==> src/rtl/rb_pkg.sv <==
// rtl/rb_pkg.sv - shared constants and FSM state types for the register bank
package rb_pkg;
  localparam int DATA_W    = 32;
  localparam int ADDR_W    = 4;
  localparam int REG_COUNT = 16;
  localparam logic [ADDR_W-1:0] PC_IDX = 4'hF;

  typedef enum logic [1:0] {RD_IDLE, RD_ACCESS, RD_RESP} rd_state_t;
  typedef enum logic [1:0] {WR_IDLE, WR_COMMIT, WR_RESP} wr_state_t;
endpackage

==> src/rtl/register_bank_if.sv <==
// rtl/register_bank_if.sv - toggle-trigger read and write ports of the register bank
interface register_bank_if #(
  parameter int DATA_W = 32,
  parameter int ADDR_W = 4
);
  logic [ADDR_W-1:0] addrIn;
  logic              triggerIn;
  logic [DATA_W-1:0] dataOut;
  logic              readyOut;
  logic [ADDR_W-1:0] wrAddrIn;
  logic [DATA_W-1:0] wrDataIn;
  logic              wrTriggerIn;
  logic              wrReadyOut;

  modport master (
    output addrIn, triggerIn, wrAddrIn, wrDataIn, wrTriggerIn,
    input  dataOut, readyOut, wrReadyOut
  );

  modport slave (
    input  addrIn, triggerIn, wrAddrIn, wrDataIn, wrTriggerIn,
    output dataOut, readyOut, wrReadyOut
  );
endinterface

==> src/rtl/register_bank_toggle_req.sv <==
// rtl/register_bank_toggle_req.sv - toggle-level request detect and gated ready for one port
module toggle_req (
  input  logic clk,
  input  logic reset,
  input  logic trigger,
  input  logic set_ready,
  input  logic clr_ready,
  output logic pending,
  output logic ready
);
  logic seen_q;
  logic ready_q;

  // Reset adopts the current level so a held trigger is not mistaken for a request.
  always_ff @(posedge clk) begin
    if (!reset) begin
      seen_q  <= trigger;
      ready_q <= 1'b0;
    end else if (set_ready) begin
      seen_q  <= trigger;
      ready_q <= 1'b1;
    end else if (clr_ready) begin
      ready_q <= 1'b0;
    end
  end

  assign pending = trigger ^ seen_q;
  assign ready   = ready_q & ~pending;
endmodule

==> src/rtl/register_bank.sv <==
// rtl/register_bank.sv - 16x32 register bank with independent toggle-handshake read and write ports
// Optional RB_WRITE_BYPASS_EN: same-edge read/write of one register returns the new data.
module register_bank #(
  parameter int                DATA_W    = rb_pkg::DATA_W,
  parameter int                ADDR_W    = rb_pkg::ADDR_W,
  parameter logic [DATA_W-1:0] RESET_VAL = '0
) (
  input logic             clk,
  input logic             reset,
  register_bank_if.slave  bus
);
  import rb_pkg::*;

  logic [DATA_W-1:0] regs [REG_COUNT];

  rd_state_t rd_state, rd_next;
  wr_state_t wr_state, wr_next;

  logic [ADDR_W-1:0] rd_addr_q;
  logic [ADDR_W-1:0] wr_addr_q;
  logic [DATA_W-1:0] wr_data_q;
  logic [DATA_W-1:0] data_q;
  logic [DATA_W-1:0] rd_word;

  logic rd_pending, rd_set, rd_clr, rd_latch;
  logic wr_pending, wr_set, wr_clr, wr_latch;

  toggle_req u_rd_req (
    .clk       (clk),
    .reset     (reset),
    .trigger   (bus.triggerIn),
    .set_ready (rd_set),
    .clr_ready (rd_clr),
    .pending   (rd_pending),
    .ready     (bus.readyOut)
  );

  toggle_req u_wr_req (
    .clk       (clk),
    .reset     (reset),
    .trigger   (bus.wrTriggerIn),
    .set_ready (wr_set),
    .clr_ready (wr_clr),
    .pending   (wr_pending),
    .ready     (bus.wrReadyOut)
  );

  always_comb begin
    rd_next  = rd_state;
    rd_latch = 1'b0;
    rd_set   = 1'b0;
    rd_clr   = 1'b0;
    case (rd_state)
      RD_IDLE: begin
        if (rd_pending) begin
          rd_latch = 1'b1;
          rd_next  = RD_ACCESS;
        end
      end
      RD_ACCESS: begin
        rd_set  = 1'b1;
        rd_next = RD_RESP;
      end
      RD_RESP: begin
        if (rd_pending) begin
          rd_clr   = 1'b1;
          rd_latch = 1'b1;
          rd_next  = RD_ACCESS;
        end
      end
      default: rd_next = RD_IDLE;
    endcase
  end

  always_comb begin
    wr_next  = wr_state;
    wr_latch = 1'b0;
    wr_set   = 1'b0;
    wr_clr   = 1'b0;
    case (wr_state)
      WR_IDLE: begin
        if (wr_pending) begin
          wr_latch = 1'b1;
          wr_next  = WR_COMMIT;
        end
      end
      WR_COMMIT: begin
        wr_set  = 1'b1;
        wr_next = WR_RESP;
      end
      WR_RESP: begin
        if (wr_pending) begin
          wr_clr   = 1'b1;
          wr_latch = 1'b1;
          wr_next  = WR_COMMIT;
        end
      end
      default: wr_next = WR_IDLE;
    endcase
  end

`ifdef RB_WRITE_BYPASS_EN
  assign rd_word = (wr_set && (wr_addr_q == rd_addr_q)) ? wr_data_q : regs[rd_addr_q];
`else
  assign rd_word = regs[rd_addr_q];
`endif

  always_ff @(posedge clk) begin
    if (!reset) begin
      rd_state  <= RD_IDLE;
      wr_state  <= WR_IDLE;
      rd_addr_q <= '0;
      wr_addr_q <= '0;
      wr_data_q <= '0;
      data_q    <= '0;
      for (int i = 0; i < REG_COUNT; i++) begin
        regs[i] <= RESET_VAL;
      end
    end else begin
      rd_state <= rd_next;
      wr_state <= wr_next;
      if (rd_latch) begin
        rd_addr_q <= bus.addrIn;
      end
      if (wr_latch) begin
        wr_addr_q <= bus.wrAddrIn;
        wr_data_q <= bus.wrDataIn;
      end
      if (rd_set) begin
        data_q <= rd_word;
      end
      // R15 (PC_IDX) gets no special treatment; it is written like any other register.
      if (wr_set) begin
        regs[wr_addr_q] <= wr_data_q;
      end
    end
  end

  assign bus.dataOut = data_q;
endmodule

==> src/flat_wrapper.sv <==
// flat-port wrapper written by rule: the top's interface ports become plain ports
module register_bank_flat import rb_pkg::*;
#(
  parameter int                DATA_W    = rb_pkg::DATA_W,
  parameter int                ADDR_W    = rb_pkg::ADDR_W,
  parameter logic [DATA_W-1:0] RESET_VAL = '0
)
  (clk, reset, bus_addrIn, bus_triggerIn, bus_wrAddrIn, bus_wrDataIn, bus_wrTriggerIn, bus_dataOut, bus_readyOut, bus_wrReadyOut);
  register_bank_if #(.DATA_W(DATA_W), .ADDR_W(ADDR_W)) bus_i ();
  input logic clk;
  input logic reset;
  input wire logic [$bits(bus_i.addrIn)-1:0] bus_addrIn;
  input wire logic [$bits(bus_i.triggerIn)-1:0] bus_triggerIn;
  input wire logic [$bits(bus_i.wrAddrIn)-1:0] bus_wrAddrIn;
  input wire logic [$bits(bus_i.wrDataIn)-1:0] bus_wrDataIn;
  input wire logic [$bits(bus_i.wrTriggerIn)-1:0] bus_wrTriggerIn;
  output wire logic [$bits(bus_i.dataOut)-1:0] bus_dataOut;
  output wire logic [$bits(bus_i.readyOut)-1:0] bus_readyOut;
  output wire logic [$bits(bus_i.wrReadyOut)-1:0] bus_wrReadyOut;
  assign bus_i.addrIn = bus_addrIn;
  assign bus_i.triggerIn = bus_triggerIn;
  assign bus_i.wrAddrIn = bus_wrAddrIn;
  assign bus_i.wrDataIn = bus_wrDataIn;
  assign bus_i.wrTriggerIn = bus_wrTriggerIn;
  assign bus_dataOut = bus_i.dataOut;
  assign bus_readyOut = bus_i.readyOut;
  assign bus_wrReadyOut = bus_i.wrReadyOut;
  register_bank #(.DATA_W(DATA_W), .ADDR_W(ADDR_W), .RESET_VAL(RESET_VAL)) u_core (.clk(clk), .reset(reset), .bus(bus_i));
endmodule
==> config.mk <==
export PLATFORM = sky130hd
export DESIGN_NAME = register_bank_flat
export DESIGN_NICKNAME = d
export VERILOG_FILES = /design/src/rtl/rb_pkg.sv /design/src/rtl/register_bank_if.sv /design/src/rtl/register_bank_toggle_req.sv /design/src/rtl/register_bank.sv /design/src/flat_wrapper.sv
export SDC_FILE = /design/constraint.sdc
export NUM_CORES = 1
export LEC_CHECK = 0
export BUFFER_PORTS_ARGS = -buffer_cell sky130_fd_sc_hd__buf_4
export CAP_MARGIN = 5
export CELL_PAD_IN_SITES_DETAIL_PLACEMENT = 0
export CELL_PAD_IN_SITES_GLOBAL_PLACEMENT = 1
export CORE_MARGIN = 2
export CORE_UTILIZATION = 34
export CTS_BUF_LIST = sky130_fd_sc_hd__clkbuf_8 sky130_fd_sc_hd__clkbuf_16
export DETAILED_ROUTE_END_ITERATION = 8
export PLACE_DENSITY = 0.58
export REMOVE_ABC_BUFFERS = 1
export SLEW_MARGIN = 20
export SYNTH_ARGS = -nofsm -noshare
export SYNTH_HDL_FRONTEND = slang
export SYNTH_SLANG_ARGS = --single-unit
==> constraint.sdc <==
create_clock -name clk -period 8.8 [get_ports clk]
set_input_delay 0.44 -clock clk [delete_from_list [all_inputs] [get_ports clk]]
set_output_delay 0.44 -clock clk [all_outputs]
set_load 0.01 [all_outputs]
==> impl_metrics.json, run 1 <==
{
  "status": "completed",
  "grt_pass1_wl_um": 105000,
  "path_cells": "nand2_1 > or4_1 > nor3_4 > buf_4 > nand2b_2",
  "avgSynthCellArea_sq_um": 14.6,
  "first_pass_iters": 5,
  "use_met2_pct": 30.9,
  "globalRouteTotalUtil_pct": 18.7,
  "grt_util_met3_pct": 2.46,
  "grt_max_degree": 117,
  "route.detailed.drc": 0,
  "cp_slowest_cell": "nand2b_2",
  "final_core_util_pct": 39.3,
  "power.leakage_nw": 10.6,
  "instances_no_fill": 2833,
  "slew_violations": 0,
  "portBuffers": 77,
  "crit_family": "simple AND/OR/NAND/NOR gates",
  "critPathKind": "flip-flop to flip-flop",
  "clockPowerShare_pct": 42.5,
  "layout_setup_ws_ps": 5550,
  "wl_um": 72500,
  "clk_pin_slew_ps": 60,
  "fp-row-count": 101,
  "htree_num_levels": 3,
  "io_pins": 78,
  "ys_warn_count": 0,
  "num-nets-final": 1846,
  "fin_crit_ps": 3250,
  "clkSinkCount": 592,
  "drt_iter0_drc": 1133,
  "drv_cap": 0,
  "root_buffer": "clkbuf_16",
  "slowest_delay_ps": 870,
  "core_area_sq_um": 75700,
  "final_common_cell": "and2_1",
  "setup_viol": 0,
  "powerDensity_nw_per_um2": 219,
  "antenna_left": 0,
  "startpoint_type": "flip-flop",
  "hold_class": "primary input to flip-flop",
  "fmax_mhz": 308,
  "vdd_drop_max_uv": 99.6,
  "fin_crit_sh_pct": 37.0,
  "cts_buffers": 68,
  "ys_ff_latch": 592,
  "required_ps": 9010,
  "layout_common_cells": "and2_1 (516), edfxtp_1 (514), nand2_1 (113), buf_4 (110), mux4_2 (95)",
  "critPathMaxFanout": 33,
  "clkLatencyLatePin_ps": 600,
  "grt_setup_unrepaired": "no",
  "syn_inst": 1776,
  "pre_cts_slack_ps": 5080,
  "die_height_um": 280,
  "dieArea_sq_um": 78600,
  "cts_tree": "done",
  "power_frac_seq_pct": 50.3,
  "area_growth_syn_to_layout_pct": 14.6,
  "hpwl_um": 39000,
  "antenna_cells": 0,
  "grt_pass1_vias": 15000,
  "switchingPower_w": 0.00153,
  "p_sw_share_pct": 23.5,
  "wire_per_inst_um": 25.6,
  "worst_pin_slew_ps": 1120,
  "cts_buffer_depth": 3,
  "yosysSeqAreaShare_pct": 65.5,
  "grt_antenna_before_repair": 5,
  "internal-power_w": 0.00499,
  "relSlewSlack_pct": 25.3,
  "met1_usage_pct": 25.9,
  "place_congestion": 0.720,
  "crit_arrival_ps": 3470,
  "via_per_inst": 5.09,
  "fin_skew_ps": 22.5,
  "comb_power_share_pct": 7.2,
  "cp-end-kind": "flip-flop",
  "vias": 14400,
  "cp_num_buf_inv": 1,
  "synthDistinctLibCells": 37,
  "dp_cells": 2709,
  "hold_viol": 0,
  "die_width_um": 280,
  "overflow": 0,
  "top_usage_layer": "met2",
  "setup-tns-final_ps": 0,
  "layout-drive-gt1-share_pct": 20.3,
  "synth_area_sq_um": 26000,
  "initial_core_util_pct": 34.3
}
power groups by stage:
stage | clock [W] | sequential (W) | combinational (W)
floorplan | 0 | 0.00332 | 0.000283
global placement | 0 | 0.00334 | 0.000476
detailed placement | 0 | 0.00335 | 0.000479
CTS | 0.00283 | 0.00329 | 0.000480
global route | 0.00293 | 0.00330 | 0.000504
finish | 0.00277 | 0.00328 | 0.000469
state kept, by name (all words and copies together) (netlist names), 2 cells and up:
| signal | flops |
|---|---|
| u_core.rd_state | 2 |
| u_core.wr_addr_q | 4 |
| u_core.regs | 512 |
| u_core.wr_state | 2 |
| u_core.wr_data_q | 32 |
| u_core.bus.dataOut | 32 |
| u_core.rd_addr_q | 4 |
worst paths after layout:
| path | start | to | cells past startpoint | slack, ps |
|---|---|---|---|---|
| max | u_core.wr_state[0] | u_core.regs[0][4] | 5 | 5550 |
| max reg2reg | u_core.wr_state[0] | u_core.regs[0][4] | 5 | 5550 |
| min reg2reg | u_core.bus.dataOut[22] | u_core.bus.dataOut[22] | 2 | 490 |
| min | bus_triggerIn | u_core.u_rd_req.seen_q | 1 | 40 |
synth_stat cells:
cell / count / area share (%)
buf_1: 2 / 0.029
buf_2: 23 / 0.44
and3b_1: 1 / 0.034
or2_2: 1 / 0.024
and3_1: 2 / 0.048
or4_1: 1 / 0.029
o21a_1: 3 / 0.087
buf_6: 6 / 0.26
or3_1: 2 / 0.048
mux2i_1: 66 / 2.5
nand2_1: 113 / 1.6
mux2_2: 32 / 1.4
nor3_4: 2 / 0.13
nor3_2: 2 / 0.077
edfxtp_1: 514 / 59
nand2b_1: 7 / 0.17
clkbuf_1: 105 / 1.5
inv_1: 3 / 0.043
nor2_2: 7 / 0.17
and2_1: 517 / 12
nor2_1: 9 / 0.13
maj3_1: 1 / 0.039
nand3_1: 1 / 0.019
nand3b_1: 1 / 0.029
o211ai_1: 31 / 0.90
buf_4: 3 / 0.087
xnor2_1: 2 / 0.068
a22oi_1: 64 / 1.9
nor2b_1: 4 / 0.096
mux4_2: 95 / 8.2
a32oi_1: 1 / 0.034
o21ai_0: 16 / 0.31
a21oi_1: 1 / 0.019
or2_0: 1 / 0.024
a21boi_0: 41 / 1.2
clkbuf_2: 18 / 0.35
dfxtp_1: 78 / 6.0
what timing repair did:
| item | CTS | global route |
|---|---|---|
| resized for setup | 0 | 0 |
| hold buffers | 1 | 0 |
| setup buffers | 0 | 0 |
| endpoints found under the hold margin | 1 | 0 |
through the flow:
stage / hold WS, ps / total power [W] / area (sq um)
6_report: 36.4 / 0.00653 / 29700
4_1_cts: 4.86 / 0.00660 / 29700
3_3_place_gp: 476 / 0.00382 / 27600
3_5_place_dp: 480 / 0.00383 / 27600
5_1_grt: 12.7 / 0.00674 / 29700
2_1_floorplan: 461 / 0.00361 / 25300
cell type report:
class / instances / area, sq um
Sequential cell: 592 / 17000
Clock buffer: 75 / 1830
Tap cell: 978 / 1220
Inverter: 3 / 11.3
Fill cell: 7003 / 46000
Multi-Input combinational cell: 1024 / 8450
Timing Repair Buffer: 113 / 876
Clock inverter: 48 / 340
worst register-to-register path, stage by stage (launching register included):
cell and delay, ps:
dfxtp_1 550, nand2_1 110, or4_1 700, nor3_4 210
buf_4 400, nand2b_2 880
per-layer routing:
metal,wire [um],up-vias
met5,0,-
met4,1470,0
met3,3340,94
met2,35000,398
met1,32700,7438
li1,-,6489
logic make-up after synthesis:
kind of cell / synth area share, %
AO/OA/AOI/OAI: 4.38
buffers and inverters: 2.73
XOR/XNOR: 0.0675
flip-flops: 65.5
multiplexers: 12.2
AND/OR/NAND/NOR: 15.1
adder cells (fa/ha/maj): 0.0386
Note: power is estimated with default switching activity, not from simulation.
==> run 2: changes to the inputs <==
- ABC_AREA: unset -> 1
- PLACE_DENSITY: 0.58 -> 0.62
- clock period: 8.8 -> 3.2 ns (I/O delays scaled with it)
==> run 2 against run 1 <==
Clock power rose to 2.7 times the previous value. Die area is 0.27% higher. Register-to-register slack worse by 4800 ps.
==> impl_metrics.json, run 2 <==
{
  "powerDensity_nw_per_um2": 619,
  "dieArea_sq_um": 78800,
  "fin_skew_ps": 28.5,
  "grt_pass1_wl_um": 121000,
  "power_frac_seq_pct": 47.2,
  "critPathKind": "flip-flop to flip-flop",
  "clockPowerShare_pct": 40.5,
  "cts_buffer_depth": 3,
  "critPathMaxFanout": 73,
  "fmax_mhz": 416,
  "fp-row-count": 101,
  "synthDistinctLibCells": 19,
  "synth_commonest_cells": "nand2_1 (716), nor2_1 (583), edfxtp_1 (514)",
  "cts_tree": "done",
  "startpoint_type": "flip-flop",
  "fin_crit_ps": 2400,
  "grt_pass1_vias": 18600,
  "internal-power_w": 0.0138,
  "p_total_w": 0.0188,
  "final_common_cell": "nand2_1",
  "hold_depth": 2,
  "layout_common_cells": "nand2_1 (683), nor2_1 (582), edfxtp_1 (514), nand3_1 (418), buf_4 (115)",
  "yosysSeqAreaShare_pct": 65.3,
  "hold_ws_ps": 33.3,
  "portBuffers": 77,
  "clk_pin_slew_ps": 60,
  "cp-end-kind": "flip-flop",
  "required_ps": 3740,
  "worst_pin_slew_ps": 1130,
  "drv_cap": 0,
  "wl_um": 80800,
  "fin_crit_sh_pct": 75.1,
  "antenna_left": 0,
  "globalRouteTotalUtil_pct": 20.7,
  "hpwl_um": 42400,
  "route.detailed.drc": 0,
  "setup_viol": 0,
  "async_reset_ff_share_pct": 0,
  "grt_setup_unrepaired": "no",
  "largest_register_ffs": 512,
  "relSlewSlack_pct": 24.8,
  "switchingPower_w": 0.00495,
  "syn_inst": 2692,
  "first_pass_iters": 5,
  "initial_core_util_pct": 34.3,
  "drt_iter0_drc": 1643,
  "netlist.area_leader.share_pct": 59.3,
  "multi_input_area_sq_um": 7550,
  "yosys_most_used_dff": "edfxtp_1",
  "io_pins": 78,
  "comb_power_share_pct": 12.3,
  "synth_top_area_cell": "edfxtp_1",
  "p_sw_share_pct": 26.4,
  "cts_buffers": 69,
  "largest-register": "u_core.regs",
  "layout-drive-gt1-share_pct": 10.3,
  "hold_class": "primary input to flip-flop",
  "grt_antenna_before_repair": 0,
  "final_core_util_pct": 40.0,
  "yosysMostFrequentCell": "nand2_1",
  "ys_top_cells_by_area": "edfxtp_1 (59%), nand2_1 (10%), nor2_1 (8.4%)",
  "overflow": 0,
  "fillers": 7449,
  "clkLatencyLatePin_ps": 620,
  "wire_per_inst_um": 21.3,
  "status": "completed",
  "avgSynthCellArea_sq_um": 9.67,
  "vias": 19300,
  "antenna_cells": 0,
  "rr_worst_depth": 7,
  "htree_num_levels": 3,
  "area_growth_syn_to_layout_pct": 16.4,
  "clkSinkCount": 592,
  "crit_arrival_ps": 2940,
  "core_area_sq_um": 75800,
  "die_width_um": 281,
  "slew_violations": 0,
  "hold_viol": 0,
  "die_height_um": 281,
  "ys_ff_latch": 592,
  "pre_cts_slack_ps": 1050,
  "grt_max_degree": 196,
  "via_per_inst": 5.09,
  "layout_setup_ws_ps": 797,
  "place_congestion": 0.764,
  "root_buffer": "clkbuf_16",
  "vdd_drop_max_uv": 280,
  "synth-edff-count": 514,
  "ys_warn_count": 0,
  "num-nets-final": 2797,
  "power.leakage_nw": 11.7,
  "seqCellArea_sq_um": 17000,
  "cts-resized-gates": 0,
  "synth_area_sq_um": 26000,
  "setup-tns-final_ps": 0
}
==> run 2: critical path, cell delays in order (launching register included) <==
cell	delay, ps
edfxtp_1	380
or2_1	230
nand2_1	90
inv_2	60
nand2_4	660
o21ai_0	160
dlygate4sd3_1	600
a21oi_1	100
==> run 2: cell families after synthesis <==
group	synth area share [%]
AND/OR/NAND/NOR	27.0
buffers and inverters	6.04
flip-flops	65.3
AO/OA/AOI/OAI	1.68
==> run 2: per-layer routing <==
| layer | vias to the layer above | wire, um | GRT usage [%] |
|---|---|---|---|
| met5 | - | 0 | 0 |
| met2 | 614 | 38000 | 33.8 |
| met3 | 131 | 4680 | 2.43 |
| li1 | 9034 | - | - |
| met1 | 9486 | 36400 | 28.8 |
| met4 | 0 | 1800 | 6.14 |
==> run 2: power groups by stage <==
| stage | sequential, W | clock, W | combinational (W) |
|---|---|---|---|
| after floorplan | 0.00912 | 0 | 0.00119 |
| after global placement | 0.00900 | 0 | 0.00226 |
| after detailed placement | 0.00901 | 0 | 0.00227 |
| after CTS | 0.00885 | 0.00773 | 0.00233 |
| after global routing | 0.00888 | 0.00804 | 0.00254 |
| final | 0.00885 | 0.00760 | 0.00231 |
==> run 2: path summary, 6_finish.rpt <==
| path | from | to | slack (ps) |
|---|---|---|---|
| hold reg to reg | u_core.u_wr_req.ready_q | u_core.u_wr_req.ready_q | 500 |
| setup reg to reg | u_core.u_wr_req.seen_q | u_core.wr_data_q[23] | 800 |
| setup / recovery | u_core.u_wr_req.seen_q | u_core.wr_data_q[23] | 800 |
| hold / removal | reset | u_core.u_rd_req.seen_q | 30 |
==> run 2: metrics by stage <==
step	instances	cell area [sq um]
2_1_floorplan	2482	24800
3_3_place_gp	3606	27600
3_5_place_dp	3606	27600
4_1_cts	3787	30300
5_1_grt	3787	30300
6_report	3787	30300
==> run 2: repair_timing <==
action,CTS,global route
buffers inserted,0,0
hold endpoints to repair,46,0
hold buffers,54,0
==> run 2: layout make-up <==
class                           count  share of cell area (%)
Sequential cell                   592                    56.1
Multi-Input combinational cell   1810                    24.9
Timing Repair Buffer              200                    6.68
Clock buffer                       80                    6.31
Tap cell                          978                    4.04
Inverter                           80                    1.04
Clock inverter                     47                   0.884
==> run 3: changes to the inputs <==
- ABC_AREA: 1 -> 0
- PLACE_DENSITY: 0.62 -> 0.6
- clock period: 3.2 -> 1.95 ns (I/O delays scaled with it)
==> run 3 against run 2 <==
Design area rose by 3.6%. Sequential share of layout area fell by 1.9 points. Die area fell by 0.27%. Combinational power is 11% higher. Sequential power is 66% higher. Critical endpoint is now u_core.regs[8][27].
==> impl_metrics.json, run 3 (synthesized netlist as in run 1, its figures left out) <==
{
  "route.detailed.drc": 0,
  "crit_family": "simple AND/OR/NAND/NOR gates",
  "largest-register": "u_core.regs",
  "wire_per_inst_um": 24.3,
  "crit_arrival_ps": 2190,
  "clk_pin_slew_ps": 60,
  "root_buffer": "clkbuf_16",
  "powerDensity_nw_per_um2": 943,
  "fp-row-count": 101,
  "vias": 14900,
  "dp_cells": 2778,
  "cp_num_buf_inv": 1,
  "clkLatencyLatePin_ps": 590,
  "grt_pass1_vias": 15500,
  "placed_area_sq_um": 28700,
  "grt_pass1_wl_um": 104000,
  "first_pass_iters": 5,
  "clkSinkCount": 592,
  "power_frac_seq_pct": 49.7,
  "initial_core_util_pct": 34.3,
  "antenna_left": 0,
  "vdd_drop_max_uv": 490,
  "cp-end-kind": "flip-flop",
  "internal-power_w": 0.0227,
  "p_total_w": 0.0296,
  "multi_input_area_sq_um": 8460,
  "startpoint_type": "flip-flop",
  "fin_crit_ps": 1920,
  "required_ps": 2220,
  "power.leakage_nw": 11.4,
  "relSlewSlack_pct": 55.6,
  "status": "completed",
  "grt_setup_unrepaired": "yes",
  "clockPowerShare_pct": 41.7,
  "worst_pin_slew_ps": 666,
  "grt_antenna_before_repair": 4,
  "switchingPower_w": 0.00687,
  "p_sw_share_pct": 23.2,
  "drt_iter0_drc": 1234,
  "hold_class": "primary input to flip-flop",
  "cts_buffer_depth": 3,
  "io_pins": 78,
  "path_cells": "nand2_1 > or3_1 > nor3_4 > nand2b_2 > buf_12",
  "overflow": 0,
  "fmax_mhz": 520,
  "die_width_um": 280,
  "cts_tree": "done",
  "num-nets-final": 1960,
  "layout_common_cells": "and2_1 (517), edfxtp_1 (514), buf_4 (127), nand2_1 (113), mux4_2 (95)",
  "cp_slowest_cell": "or3_1",
  "instances_no_fill": 2947,
  "fin_area_sq_um": 31400,
  "area_growth_syn_to_layout_pct": 21.0,
  "grt_max_degree": 67,
  "largest_register_ffs": 512,
  "dieArea_sq_um": 78600,
  "place_congestion": 0.751,
  "portBuffers": 77,
  "globalRouteTotalUtil_pct": 18.3,
  "fin_skew_ps": 13.3,
  "fin_crit_sh_pct": 98.6,
  "final_common_cell": "and2_1",
  "setup_viol": 0,
  "cts_buffers": 69,
  "critPathMaxFanout": 24,
  "core_area_sq_um": 75700,
  "hpwl_um": 42300,
  "hold_ws_ps": 83.9,
  "via_per_inst": 5.05,
  "comb_power_share_pct": 8.6,
  "die_height_um": 280,
  "seqCellArea_sq_um": 17000,
  "slowest_delay_ps": 470,
  "htree_num_levels": 3,
  "layout-drive-gt1-share_pct": 22.6,
  "wl_um": 71600,
  "slew_violations": 0,
  "drv_cap": 0,
  "critPathKind": "flip-flop to flip-flop",
  "fillers": 6836,
  "hold_viol": 0
}
run 3: cell count changes in the layout (fill, tap and decap cells not counted), moves of 44 or more:
cell / change
a21oi_1: -44
mux4_2: +95
and2_1: +517
mux2i_1: +66
nor2_1: -579
a22oi_1: +63
nand3_1: -417
nand2_1: -570
run 3: power by group through the flow:
stage | combinational (W) | clock [W] | sequential, W
6_report | 0.00256 | 0.0123 | 0.0147
3_5_place_dp | 0.00252 | 0 | 0.0150
5_1_grt | 0.00274 | 0.0131 | 0.0148
2_1_floorplan | 0.00128 | 0 | 0.0150
4_1_cts | 0.00259 | 0.0126 | 0.0147
3_3_place_gp | 0.00250 | 0 | 0.0150
run 3: per-stage QoR:
step	setup WS, ps	TNS [ps]	utilization, %
global placement	52.0	0	38.0
finish	27.5	0	41.5
global route	-30.8	-78.5	41.5
floorplan	-4200	-923070	-
detailed placement	36.2	0	38.0
CTS	2.85	0	41.4
run 3: timing repair:
item,4_1_cts,5_1_grt
endpoints found under the setup margin,0,9
hold buffers,42,0
buffers inserted,0,2
hold endpoints to repair,43,0
gates resized for setup,0,2
run 3: metal layers:
layer | share of wire, % | GRT usage [%] | vias up
li1 | - | - | 6729
met1 | 45 | 25.2 | 7664
met2 | 48 | 30.2 | 381
met3 | 5.3 | 2.81 | 107
met4 | 2.0 | 5.10 | 2
met5 | 0.018 | 0.125 | -
run 3: layout make-up:
cell class	instances	share of cell area (%)
Tap cell	978	3.90
Multi-Input combinational cell	1024	26.9
Antenna cell	1	0.00797
Clock inverter	42	0.741
Sequential cell	592	54.2
Timing Repair Buffer	226	8.03
Inverter	3	0.0359
Clock buffer	81	6.17
run 3: worst paths after layout:
| path | startpoint | to | slack, ps | cells after the start |
|---|---|---|---|---|
| worst max register to register | u_core.wr_state[0] | u_core.regs[8][27] | 30 | 5 |
| worst min register to register | u_core.wr_addr_q[3] | u_core.wr_addr_q[3] | 490 | 2 |
| worst min-delay path | reset | u_core.rd_state[1] | 80 | 3 |
| worst max-delay path | u_core.wr_state[0] | u_core.regs[8][27] | 30 | 5 |
run 3: worst register-to-register path, cell delays in order, from the launching register on:
cell	delay, ps
dfxtp_1	360
nand2_1	80
or3_1	470
nor3_4	240
nand2b_2	200
buf_12	240
